**src/rtl/wb_pkg.sv**
```systemverilog
// rtl/wb_pkg.sv - shared state encoding and default sizes for the wishbone master port
package wb_pkg;

   localparam int WB_ADDR_W  = 16;
   localparam int WB_DATA_W  = 16;
   localparam int WB_TIMEOUT = 15;

   typedef enum logic [1:0] {
      ST_IDLE = 2'd0,
      ST_BUS  = 2'd1,
      ST_RESP = 2'd2
   } wb_state_e;

endpackage

```
**src/rtl/wb_timeout_cnt.sv**
```systemverilog
// rtl/wb_timeout_cnt.sv - counts unanswered strobe cycles and flags the abort cycle
module wb_timeout_cnt
   import wb_pkg::*;
#(
   parameter int TIMEOUT = WB_TIMEOUT
)(
   input  logic clk,
   input  logic reset,
   input  logic clear,
   input  logic enable,
   output logic expired
);

   localparam int CNT_W = $clog2(TIMEOUT + 1);
   localparam logic [CNT_W-1:0] LAST = CNT_W'(TIMEOUT - 1);

   logic [CNT_W-1:0] cnt;

   always_ff @(posedge clk) begin
      if (reset || clear) begin
         cnt <= '0;
      end else if (enable) begin
         cnt <= cnt + 1'b1;
      end
   end

   // Asserted in the cycle whose unanswered edge brings the count to TIMEOUT.
   assign expired = enable && (cnt == LAST);

endmodule

```
**src/rtl/wb_master_port.sv**
```systemverilog
// rtl/wb_master_port.sv - single-outstanding CPU request to wishbone classic master
module wb_master_port
   import wb_pkg::*;
#(
   parameter int ADDR_W  = WB_ADDR_W,
   parameter int DATA_W  = WB_DATA_W,
   parameter int TIMEOUT = WB_TIMEOUT
)(
   input  logic                clk,
   input  logic                reset,

   input  logic                req_valid,
   output logic                req_ready,
   input  logic                req_we,
   input  logic [ADDR_W-1:0]   req_adr,
   input  logic [DATA_W-1:0]   req_dat,
   input  logic [DATA_W/8-1:0] req_sel,

   output logic                rsp_valid,
   input  logic                rsp_ready,
   output logic [DATA_W-1:0]   rsp_dat,
   output logic                rsp_err,

   output logic                wb_cyc_o,
   output logic                wb_stb_o,
   output logic                wb_we_o,
   output logic [ADDR_W-1:0]   wb_adr_o,
   output logic [DATA_W-1:0]   wb_dat_o,
   output logic [DATA_W/8-1:0] wb_sel_o,
   input  logic [DATA_W-1:0]   wb_dat_i,
   input  logic                wb_ack_i,
   input  logic                wb_err_i
);

   wb_state_e state;
   logic      timeout_hit;
   logic      bus_done;

   wb_timeout_cnt #(
      .TIMEOUT (TIMEOUT)
   ) u_timeout (
      .clk     (clk),
      .reset   (reset),
      .clear   (state == ST_IDLE),
      .enable  ((state == ST_BUS) && !wb_ack_i && !wb_err_i),
      .expired (timeout_hit)
   );

   assign bus_done = wb_ack_i || wb_err_i || timeout_hit;

   always_ff @(posedge clk) begin
      if (reset) begin
         state     <= ST_IDLE;
         req_ready <= 1'b1;
         rsp_valid <= 1'b0;
         rsp_dat   <= '0;
         rsp_err   <= 1'b0;
         wb_cyc_o  <= 1'b0;
         wb_stb_o  <= 1'b0;
         wb_we_o   <= 1'b0;
         wb_adr_o  <= '0;
         wb_dat_o  <= '0;
         wb_sel_o  <= '0;
      end else begin
         case (state)
            ST_IDLE: begin
               if (req_valid) begin
                  state     <= ST_BUS;
                  req_ready <= 1'b0;
                  wb_cyc_o  <= 1'b1;
                  wb_stb_o  <= 1'b1;
                  wb_we_o   <= req_we;
                  wb_adr_o  <= req_adr;
                  wb_dat_o  <= req_dat;
                  wb_sel_o  <= req_sel;
               end
            end
            ST_BUS: begin
               if (bus_done) begin
                  state     <= ST_RESP;
                  rsp_valid <= 1'b1;
                  // Error wins over ack; neither present means the timeout fired.
                  rsp_err   <= wb_err_i || !wb_ack_i;
                  rsp_dat   <= (wb_ack_i && !wb_err_i && !wb_we_o) ? wb_dat_i : '0;
                  wb_cyc_o  <= 1'b0;
                  wb_stb_o  <= 1'b0;
                  wb_we_o   <= 1'b0;
                  wb_adr_o  <= '0;
                  wb_dat_o  <= '0;
                  wb_sel_o  <= '0;
               end
            end
            ST_RESP: begin
               if (rsp_ready) begin
                  state     <= ST_IDLE;
                  req_ready <= 1'b1;
                  rsp_valid <= 1'b0;
                  rsp_dat   <= '0;
                  rsp_err   <= 1'b0;
               end
            end
            default: begin
               state     <= ST_IDLE;
               req_ready <= 1'b1;
               rsp_valid <= 1'b0;
               rsp_dat   <= '0;
               rsp_err   <= 1'b0;
               wb_cyc_o  <= 1'b0;
               wb_stb_o  <= 1'b0;
               wb_we_o   <= 1'b0;
               wb_adr_o  <= '0;
               wb_dat_o  <= '0;
               wb_sel_o  <= '0;
            end
         endcase
      end
   end

endmodule

```
**config.mk**
```make
export PLATFORM = sky130hd
export DESIGN_NAME = wb_master_port
export DESIGN_NICKNAME = d
export VERILOG_FILES = /design/src/rtl/wb_pkg.sv /design/src/rtl/wb_timeout_cnt.sv /design/src/rtl/wb_master_port.sv
export SDC_FILE = /design/constraint.sdc
export NUM_CORES = 1
export LEC_CHECK = 0
export ABC_AREA = 1
export BUFFER_PORTS_ARGS = -buffer_cell sky130_fd_sc_hd__buf_2
export CELL_PAD_IN_SITES_DETAIL_PLACEMENT = 0
export CELL_PAD_IN_SITES_GLOBAL_PLACEMENT = 1
export CORE_MARGIN = 8
export CORE_UTILIZATION = 32
export CTS_CLUSTER_DIAMETER = 30
export DETAILED_ROUTE_END_ITERATION = 8
export GPL_TIMING_DRIVEN = 0
export PLACE_DENSITY_LB_ADDON = 0.12
export RECOVER_POWER = 50
export SLEW_MARGIN = 15
export SYNTH_ARGS = -nofsm -noshare
export SYNTH_HDL_FRONTEND = slang
export SYNTH_SLANG_ARGS = --single-unit
```
**constraint.sdc**
```tcl
create_clock -name clk -period 1.7 [get_ports clk]
set_input_delay 0.17 -clock clk [delete_from_list [all_inputs] [get_ports clk]]
set_output_delay 0.17 -clock clk [all_outputs]
set_load 0.05 [all_outputs]
```
* After elaboration in Yosys (flattened, before gate mapping) *
Cells that the tools add are included.

storage, ports and cells
  flip-flop bits (word level) = 61
  input port bits = 57
  output and inout bits = 56
  word-level logic and storage cells = 67

cells by class
  add/sub/neg operators = 1
  equal/unequal tests = 6
  multiplexer cells = 29
  bitwise gates (word level) = 3
  reductions and logical operators = 17

operators with widths
  kind                 number
  $pmux 16 s3          3
  $mux 16              6
  $pmux 1 s3           5
  $pmux 2 s3           2
  $reduce_and 3->1     4
  $mux 2               5
  $mux 1               8
  $ne 2x2->1 const B   3
  $logic_and 1x1->1    5
  $add 4x1->4 const B  1
  $eq 4x4->1 const B   1
  $logic_or 1x1->1     4
  $logic_not 1->1      3
  $not 1->1            3
  $eq 2x1->1 const B   1
  $eq 2x2->1 const B   1
  $logic_not 2->1      1

* Depth between registers and ports, before layout *
  word-level depth = 7
  mapped depth = 8
  depth with buffers taken out = 7

* Modules after synthesis *
A second synthesis with hierarchy kept.

unflattened totals
  cell total of the unflattened synthesis = 296
  area, all modules = 2,412.3 sq um

by module, submodules not included
  module          instances  cells each  area an instance (sq um)  sequential area each (sq um)
  wb_master_port  1          269         2,218.4                   1,141.1
  wb_timeout_cnt  1          27          193.9                     80.1

* Worst setup path before layout *
Ideal clock, no wire load.

  path type = flip-flop to flip-flop
  from = reg wb_we_o
  to = reg rsp_dat[0]
  library setup time = 0.070 ns
  arrival = 1.251 ns
  data required time = 1.630 ns
  setup slack = 0.378 ns
  cell stages (with the launch flop) = 5
  buffers on the path = 1
  clock period less this slack = 1.322 ns
  cell sequence = dfxtp_1 nor2_2 clkbuf_1 nand3_1 a21oi_1

between the ends
  word-level cells in the longest chain between the ends = 5

ends and longest elaborated chain
  element                   line                  RTL
  start: declaration        wb_master_port.sv:26  output logic wb_we_o,
  start signal: assignment  wb_master_port.sv:72  wb_we_o <= req_we;
  $logic_not 1->1           wb_master_port.sv:84  rsp_dat <= (wb_ack_i && !wb_err_i && !wb_we_o) ? wb_dat_i : '0;
  $logic_and 1x1->1         wb_master_port.sv:84
  $mux 16                   wb_master_port.sv:84
  $mux 16                   wb_master_port.sv:79  if (bus_done) begin
  $pmux 16 s3               wb_master_port.sv:65  case (state)
  end signal: assignment    wb_master_port.sv:84
  end: declaration          wb_master_port.sv:21  output logic [DATA_W-1:0] rsp_dat,

Every way passes these cells. The select of a mux whose other input is x is not followed.
A chain may end at the register's enable or synchronous reset.

* Worst setup path after layout *
  from = reg u_timeout.cnt[0]
  to = reg wb_adr_o[2]

between the ends
  word-level cells in the longest chain between the ends = 5

ends and longest elaborated chain
  element                            line                  RTL
  start: declaration                 wb_timeout_cnt.sv:17  logic [CNT_W-1:0] cnt;
  start signal: assignment           wb_timeout_cnt.sv:23  cnt <= cnt + 1'b1;
  $eq 4x4->1                         wb_timeout_cnt.sv:28  assign expired = enable && (cnt == LAST);
  $logic_and 1x1->1                  wb_timeout_cnt.sv:28
  $logic_or 1x1->1                   wb_master_port.sv:49  assign bus_done = wb_ack_i || wb_err_i || timeout_hit;
  $ne 2x2->1 (no source line)        -
  $reduce_and 3->1 (no source line)  -
  end signal: assignment             wb_master_port.sv:73  wb_adr_o <= req_adr;
  end: declaration                   wb_master_port.sv:27  output logic [ADDR_W-1:0] wb_adr_o,

Every way passes these cells.

==> results by group <==
Power and ir drop
  • Peak VDD IR: 0.443 mV
  • Leak: 1.22 nW
  • PwrDens: 1090 nW/um2

Floorplanning
  • Initial core utilization: 0.330
  • Die Height: 103 um
  • CORE AREA: 7250 um2
  • Row count: 31
  • Boundary Pins: 113
  • DIE WIDTH: 103 um
  • Die area: 10500 um2

Worst setup path
  • Crit end category: register
  • Crit path kind: reg -> reg
  • Crit-path cells: inv_1 -> ha_1 -> nand3_1 -> nand3_4 -> nand3_4 -> buf_6 -> nand2_1 -> a21oi_1
  • Buffer and inverter count on the worst path: 2
  • Critical Path Source Type: register
  • Crit Path Max Fanout: 10
  • Critical path's largest stage delay: 0.37 ns
  • Worst Path Required: 1.95 ns
  • Cell mode on critical path: nand3_4
  • Worst path slowest cell: dfxtp_1
  • Crit path arrival time: 1.75 ns
  • CP top delay family: simple AND/OR/NAND/NOR gates

Timing
  • RSZ-0062 raised after global routing: false
  • Fmax: 668 MHz
  • Final hold vios: 0
  • Setup violations, final: 0
  • Setup_tns: 0 ns
  • Fin crit period: 1.50 ns
  • Worst Skew: 0.00787 ns
  • Worst-margin pin slew: 0.638 ns
  • Max-slew violations: 0
  • Final hold slack: 0.105 ns
  • Period Utilization, post-route: 0.881
  • Rel. slew slack: 0.576

Place
  • Count of input and output buffers: 111
  • GP Congestion: 0.712
  • Hpwl dp: 5.58 mm

Synth
  • #FFs+latches synth: 61
  • Synth cell types: 22
  • Mapped Cells: 294
  • Synth Area per Inst: 8.15 um2
  • Sequential share of the synthesized area: 0.510
  • Synth warn: 0
  • Syn Nets: 353
  • Mapped cell area: 2400 um2

GRT
  • GR Util All Layers: 0.144
  • Largest net degree at the start of global routing: 11
  • Initial antenna violation count: 0
  • Remaining global-route overflow: 0
  • Vias in the first global route: 2435
  • First-pass GRT wire length: 11.9 mm

CTS
  • Worst skew pair latency: 0.33 ns
  • Clock root cell: clkbuf_8
  • Clock Path Buffers: 2
  • Worst-path clk slew: 0.07 ns
  • H-tree levels: 3
  • Inserted Clock Buffers: 9
  • CTS tree: built
  • Sink Count: 61

Drt
  • DR pass1 iterations: 4
  • Post-DRT Antenna Nets: 0
  • Via count: 2440
  • Residual DRC: 0
  • Wire length per cell: 14.7 um
  • Drt initial violations: 123
  • Aggregate routed wire length: 7.69 mm
  • DR vias/cell: 4.67

Outcome
  • Status: completed

Finish
  • Layout cells sized above 1: 0.210
  • Diode count: 0
  • Fin nets: 477
  • Area grow syn2layout: 34.4%

Worst hold path
  • Hold crit path type: in -> reg

Run
  • Max cap viols: 0
synthesized netlist by cell type:
| library cell | instances | area (um2) |
|---|---|---|
| nor2_2 | 2 | 12.5 |
| buf_4 | 3 | 22.5 |
| a21oi_1 | 59 | 295 |
| dfxtp_1 | 61 | 1220 |
| o21ai_0 | 2 | 10.0 |
| xnor2_1 | 1 | 8.76 |
| nand3_2 | 1 | 10.0 |
| nand3b_1 | 1 | 7.51 |
| nand4_1 | 35 | 219 |
| inv_1 | 6 | 22.5 |
| clkbuf_1 | 16 | 60.1 |
| buf_6 | 4 | 45.0 |
| ha_1 | 2 | 25.0 |
| nand3_4 | 1 | 17.5 |
| a211oi_1 | 1 | 7.51 |
| nor2_1 | 6 | 22.5 |
| nand3_1 | 22 | 110 |
| buf_2 | 2 | 10.0 |
| nand2_1 | 65 | 244 |
| inv_2 | 2 | 7.51 |
| nand2_4 | 1 | 11.3 |
| or2_2 | 1 | 6.26 |
repair_timing:
item,CTS,global route
endpoints found under the setup margin,0,1
gates resized for setup,0,1
setup buffers,0,2
hold buffers,0,0
tightest hold or removal path, cell delays in order:
cell	delay, ns
buf_2	0.09
nand3_1	0.07
a21oi_1	0.06
kinds of logic after synthesis:
kind of cell / count (synthesis) / share of synthesized area
xor+xnor: 1 / 0.00366
fa+ha+maj: 2 / 0.0104
flops: 61 / 0.510
buf+inv: 33 / 0.0700
simple gates: 135 / 0.276
compound gates: 62 / 0.131
metrics by stage:
step,cell area (um2),total power [W],utilization,std cells,worst slack [ns]
2_1_floorplan,2400,0.00207,-,294,0.378
3_3_place_gp,3080,0.00229,0.424,504,0.194
3_5_place_dp,3080,0.00229,0.424,504,0.178
4_1_cts,3270,0.00356,0.450,520,0.142
5_1_grt,3220,0.00368,0.444,522,0.0202
6_report,3220,0.00349,0.444,522,0.203
registers in the layout (all words and copies together) (netlist names), 2 cells and up:
| signal | cells |
|---|---|
| state | 2 |
| wb_sel_o | 2 |
| wb_dat_o | 16 |
| rsp_dat | 16 |
| u_timeout.cnt | 4 |
| wb_adr_o | 16 |
report_power, final:
part	internal (W)	leakage (nW)	switching [W]
clock	0.000707	0.103	0.000547
sequential	0.00150	0.498	0.0000400
combinational	0.000190	0.623	0.000510
path summary, 6_finish.rpt:
path / start / to / slack, ns / depth (start not counted)
max: u_timeout.cnt[0] / wb_adr_o[2] / 0.20 / 8
max reg2reg: u_timeout.cnt[0] / wb_adr_o[2] / 0.20 / 8
min reg2reg: wb_adr_o[6] / wb_adr_o[6] / 0.46 / 2
min: wb_dat_i[11] / rsp_dat[11] / 0.10 / 3
routing by layer:
| metal | GRT usage | wire length, um |
|---|---|---|
| met5 | 0 | 0 |
| met3 | 0.0587 | 648 |
| met1 | 0.191 | 3640 |
| met2 | 0.209 | 3340 |
| met4 | 0.0406 | 61 |
layout make-up:
class	instances	area (um2)
Fill cell	815	4030
Sequential cell	61	1220
Multi-Input combinational cell	200	1010
Timing Repair Buffer	113	500
Clock buffer	11	141
Buffer	25	138
Tap cell	99	124
Clock inverter	5	50.0
Inverter	8	30.0
layout by cell type, fill, tap and decap left out, drive strengths merged, types with 4 or more instances in the layout:
master	instances
dfxtp	61
clkbuf	83
nor2	8
nand4	35
clkinv	4
nand2	66
nand3	24
inv	8
buf	66
a21oi	59
Note: power is estimated with default switching activity, not from simulation.
